==> config.mk <==
export PLATFORM = sky130hd
export DESIGN_NAME = stopwatch_counter
export DESIGN_NICKNAME = d
export VERILOG_FILES = /design/src/rtl/stopwatch_counter.sv
export SDC_FILE = /design/constraint.sdc
export NUM_CORES = 1
export LEC_CHECK = 0
export ABC_AREA = 0
export BUFFER_PORTS_ARGS = -buffer_cell sky130_fd_sc_hd__buf_2
export CAP_MARGIN = 10
export CORE_UTILIZATION = 35
export DETAILED_ROUTE_END_ITERATION = 7
export PLACE_DENSITY = 0.61
export SLEW_MARGIN = 0
export SYNTH_ARGS = -nofsm -noshare
export SYNTH_HDL_FRONTEND = slang
export SYNTH_SLANG_ARGS = --single-unit
==> constraint.sdc <==
create_clock -name baseClock -period 2.05 [get_ports baseClock]
set_clock_uncertainty 0.1 [all_clocks]
set_input_delay 0.5125 -clock baseClock [delete_from_list [all_inputs] [get_ports baseClock]]
set_output_delay 0.5125 -clock baseClock [all_outputs]
set_load 0.03 [all_outputs]
==> src/rtl/stopwatch_counter.sv <==
// stopwatch_counter: mm:ss BCD stopwatch counting rising edges of derivClock in the baseClock domain; STOPWATCH_LAP_EN adds a lap display hold
module stopwatch_counter #(
    parameter logic [6:0] MINUTE_MAX = 7'd59
) (
    input  logic       baseClock,
    input  logic       reset,
    input  logic       derivClock,
    input  logic       startStop,
    input  logic       clear,
`ifdef STOPWATCH_LAP_EN
    input  logic       lap,
    output logic       lapHeld,
`endif
    output logic [3:0] secOnes,
    output logic [3:0] secTens,
    output logic [3:0] minOnes,
    output logic [3:0] minTens,
    output logic       running,
    output logic       secTick,
    output logic       wrapPulse
);
    localparam logic [3:0] MIN_TENS = 4'(MINUTE_MAX / 7'd10);
    localparam logic [3:0] MIN_ONES = 4'(MINUTE_MAX % 7'd10);

    typedef enum logic [1:0] {IDLE, RUNNING, PAUSED} state_t;

    state_t     r_state, w_next_state;
    logic       r_deriv_prev, r_sec_tick, r_wrap;
    logic       w_tick, w_count, w_at_limit;
    logic [3:0] r_sec_ones, r_sec_tens, r_min_ones, r_min_tens;
    logic [3:0] w_sec_ones_nx, w_sec_tens_nx, w_min_ones_nx, w_min_tens_nx;

    assign w_tick     = derivClock & ~r_deriv_prev;
    assign w_count    = (r_state == RUNNING) & w_tick & ~clear;
    assign w_at_limit = ({r_min_tens, r_min_ones} == {MIN_TENS, MIN_ONES}) &&
                        (r_sec_tens == 4'd5) && (r_sec_ones == 4'd9);
    assign running    = (r_state == RUNNING);
    assign secTick    = r_sec_tick;
    assign wrapPulse  = r_wrap;

    // Next state: clear wins, otherwise startStop toggles between running and paused
    always_comb begin
        w_next_state = r_state;
        if (clear)
            w_next_state = IDLE;
        else if (startStop)
            w_next_state = (r_state == RUNNING) ? PAUSED : RUNNING;
    end

    // BCD increment cascade with wrap to 00:00 at MINUTE_MAX:59
    always_comb begin
        w_sec_ones_nx = r_sec_ones;
        w_sec_tens_nx = r_sec_tens;
        w_min_ones_nx = r_min_ones;
        w_min_tens_nx = r_min_tens;
        if (w_at_limit) begin
            w_sec_ones_nx = 4'd0;
            w_sec_tens_nx = 4'd0;
            w_min_ones_nx = 4'd0;
            w_min_tens_nx = 4'd0;
        end else begin
            w_sec_ones_nx = (r_sec_ones == 4'd9) ? 4'd0 : r_sec_ones + 4'd1;
            if (r_sec_ones == 4'd9) begin
                w_sec_tens_nx = (r_sec_tens == 4'd5) ? 4'd0 : r_sec_tens + 4'd1;
                if (r_sec_tens == 4'd5) begin
                    w_min_ones_nx = (r_min_ones == 4'd9) ? 4'd0 : r_min_ones + 4'd1;
                    if (r_min_ones == 4'd9)
                        w_min_tens_nx = (r_min_tens == 4'd9) ? 4'd0 : r_min_tens + 4'd1;
                end
            end
        end
    end

    // State, edge-detect history, count digits and registered pulses
    always_ff @(posedge baseClock) begin
        if (reset) begin
            r_state      <= IDLE;
            r_deriv_prev <= 1'b0;
            r_sec_tick   <= 1'b0;
            r_wrap       <= 1'b0;
            r_sec_ones   <= 4'd0;
            r_sec_tens   <= 4'd0;
            r_min_ones   <= 4'd0;
            r_min_tens   <= 4'd0;
        end else begin
            r_state      <= w_next_state;
            r_deriv_prev <= derivClock;
            r_sec_tick   <= w_count;
            r_wrap       <= w_count & w_at_limit;
            if (clear) begin
                r_sec_ones <= 4'd0;
                r_sec_tens <= 4'd0;
                r_min_ones <= 4'd0;
                r_min_tens <= 4'd0;
            end else if (w_count) begin
                r_sec_ones <= w_sec_ones_nx;
                r_sec_tens <= w_sec_tens_nx;
                r_min_ones <= w_min_ones_nx;
                r_min_tens <= w_min_tens_nx;
            end
        end
    end

`ifdef STOPWATCH_LAP_EN
    logic        r_lap_held;
    logic [15:0] r_lap_digits;

    // Lap toggles the display hold while running, snapshotting the live count
    always_ff @(posedge baseClock) begin
        if (reset || clear) begin
            r_lap_held   <= 1'b0;
            r_lap_digits <= 16'd0;
        end else if (lap && r_state == RUNNING) begin
            r_lap_held   <= ~r_lap_held;
            r_lap_digits <= {r_min_tens, r_min_ones, r_sec_tens, r_sec_ones};
        end
    end

    assign lapHeld = r_lap_held;
    assign {minTens, minOnes, secTens, secOnes} = r_lap_held ? r_lap_digits :
                                                  {r_min_tens, r_min_ones, r_sec_tens, r_sec_ones};
`else
    assign {minTens, minOnes, secTens, secOnes} = {r_min_tens, r_min_ones, r_sec_tens, r_sec_ones};
`endif
endmodule

==> impl_results.md <==
- Clock sinks: 21
- Die area: around 3300 um^2
- Root Driver: clkbuf_4
- Synth-to-layout area growth: 17.77%
- Largest net degree at the start of global routing: 15
- EDFF count, synth: 0
- Port Buf Inserts: 23
- Final Worst Setup Slack: roughly 0.16 ns
- Relative slew margins: 0.8032
- Initial Utilization: 0.3808
- Register area share after synthesis: 0.3902
- Post-CTS Setup Inserts: 0
- Crit path from: secTens[1]$_SDFFE_PP0P_
- CORE AREA: approximately 2800 um^2
- TritonRoute pass-1 iters: 6
- FFs w/ async S/R, synth: 0
- Critical path type: register to register
- Cts bufs inserted: 3
- Tmin final: roughly 1.9 ns
- H-tree Lvls: 1
- Average size of a mapped cell: ~9 um^2
- Worst Reg-to-Reg Cells: 7
- Worst Path Arrival: 2.04 ns
- Most frequent cells in the layout: 23 x buf_2, 19 x dfxtp_1, 13 x nor2_1
- Worst skew pair latency: 0.31 ns
- CTS hold repair buffers: 0
- Worst hold path depth: 2
- Syn Nets: about 140
- Ratio of cells with drive above 1 in the final layout: 0.2533
- FP Rows: 19
- WL/cell: 12.91 um
- IO Pins: 24
- Pre-CTS setup slack: ~0.036 ns
- Number of antenna repair diodes: 0
- Area contributors post-synth: dfxtp_1 39%, ha_1 9.3%, a21oi_1 4.6%
- Critical Path RT: about 2.2 ns
- Yosys Warn Count: 0
- Final nets: roughly 160
- DP Cell Count: about 180
- Least-Margin Pin Slew: 0.2915 ns
- Overall Global Routing Usage: 0.1511
- Hold path startpoint: startStop
- Netlist Area Pre-Place: about 1100 um^2
- Leakage: between 0.0005 and 0.0006 uW
- Die Span Y: ~57 um
- RSZ-0062 raised after global routing: no
- Worst hold endpoint: r_state[0]$_SDFFE_PP0P_
- CTS tree: built
- Hpwl dp: 1754 um
- Slowest-stage cell, CP: or4_1
- Critical path cell sequence: inv_1 > ha_1 > and3b_2 > nand4_1 > buf_4 > or4_1 > a21oi_1
- Pwr dens: just over 500 nW/um^2
- Vias in the first global route: just over 900
- Syn Inst Count: roughly 120
- Initial antenna violation count: 0
- Total negative slack: 0 ns
- Post-cts sizing count: 0
- Synthesis-stage register bit count: 21
- MaxCap Viol Count: 0
- Startpoint types: register
- Library cells used by synthesis: 32
- Via density: approximately 5.5
- Worst Hold Class: input pin to register
- Slowest stage delay, CP: between 0.4 and 0.5 ns
- Die Width: around 57 um
- Final WL: around 2300 um
- Placer Congestion: between 0.7 and 0.8
- Most common cell after layout, fill and taps aside: buf_2
- RR Startpoint: secTens[1]$_SDFFE_PP0P_
- Failing checks: design-rule violations
- Cell taking the most area after synthesis: dfxtp_1
- Bufs on Longest Clock Path: 2
- Final period util: 0.9243
- Worst vdd ir: between 0.0002 and 0.0003 V
- Crit-path max FO: 11
- Share of the synthesized area in the top cell type: 0.3902
- Outcome: finished with violations
- Remaining global-route overflow: 0
- First-pass GRT wire length: around 3900 um
- Ys flop type: dfxtp_1
- Final Hold Viols: 0
- Layout Utilization: 0.4485
- First-iteration detailed-routing DRC count: 33
- Slew Viols, Final: 0
- Fin cells: roughly 180
- DR DRC count: 3
- Clk slew on worst S/H paths: ~0.13 ns
- Final Setup Violations: 0
- Crit. End Element: register
- Peak Freq: 527.8 MHz
- Routed vias: between 900 and 1000
- Reg2Reg Setup Slack: between 0.15 and 0.2 ns
- DRT antenna net count: 0
- FF-to-FF End: minOnes[2]$_SDFFE_PP0P_
## state kept, by name, indices dropped and copies added, names as in the netlist
signal / flops
wrapPulse: 1
r_deriv_prev: 1
secOnes: 4
minTens: 4
secTick: 1
minOnes: 4
secTens: 4
r_state: 2
## final cells by class
class	instances	area (um^2)
clock buffers	3	22.52
clock inverters	1	5.005
fillers	291	1560
inverters	6	22.52
multi-input cells	92	611.8
flip-flops and latches	21	422.9
well taps	31	38.79
repair buffers	27	145.1
## worst max path at each step
stage / endpoint / slack [ns] / cells past startpoint
after global placement: minOnes[2]$_SDFFE_PP0P_ / 0.13 / 6
after detailed placement: minOnes[2]$_SDFFE_PP0P_ / 0.04 / 6
final: minOnes[2]$_SDFFE_PP0P_ / 0.16 / 7
after floorplan: minTens[3]$_SDFFE_PP0P_ / 0.07 / 5
after CTS: minOnes[2]$_SDFFE_PP0P_ / 0.1 / 6
after global routing: minOnes[2]$_SDFFE_PP0P_ / 0.001 / 7
## worst max-delay path, delay by kind of cell, from the launching register on
| kind | cells | cell delay, ns |
|---|---|---|
| flip-flops | 1 | 0.38 |
| adder cells (fa/ha/maj) | 1 | 0.13 |
| AND/OR/NAND/NOR | 3 | 0.80 |
| AO/OA/AOI/OAI | 1 | 0.16 |
| buffers and inverters | 2 | 0.26 |
## metal layers
metal / vias to the layer above / GRT usage / wire length (um)
met5: - / 0 / 0
met4: 0 / 0.02787 / 11
met3: 2 / 0.04762 / 153
met2: 30 / 0.2508 / 1099
met1: 473 / 0.1936 / 1072
li1: 489 / - / -
## cell families (layout without fill, tap and decap cells)
kind of cell | Yosys count | count (layout) | synth area share
AO/OA/AOI/OAI | 19 | 19 | 0.09873
AND/OR/NAND/NOR | 58 | 58 | 0.3136
buffers and inverters | 10 | 37 | 0.04297
XOR/XNOR | 3 | 3 | 0.02439
flip-flops | 21 | 21 | 0.3902
multiplexers | 4 | 4 | 0.03717
adder cells (fa/ha/maj) | 8 | 8 | 0.09292
## stage by stage
step	hold slack (ns)	instance area (um^2)	total power, uW
floorplan	0.4163	1079	437.6
global placement	0.3926	1239	450.5
detailed placement	0.4018	1239	451.4
CTS	0.2875	1266	652.5
global route	0.2836	1269	677.4
finish	0.2870	1269	652.6
## cell usage after synthesis (all sizes together), types with 3 or more instances
cell,n
dfxtp,21
and3b,3
xor2,3
nand4,4
or3,8
a21oi,10
nand2,11
nor2,13
nand3,5
nand3b,3
o21ai,4
ha,8
inv,6
mux2i,4
## report_power, final
part / switching [uW] / internal [uW] / total (uW)
clock: 138 / 72.9 / 211
sequential: 2.70 / 411 / 413
combinational: 18.4 / 10.1 / 28.5
total: 159 / 494 / 653
Power figures use the tool's default switching activity.
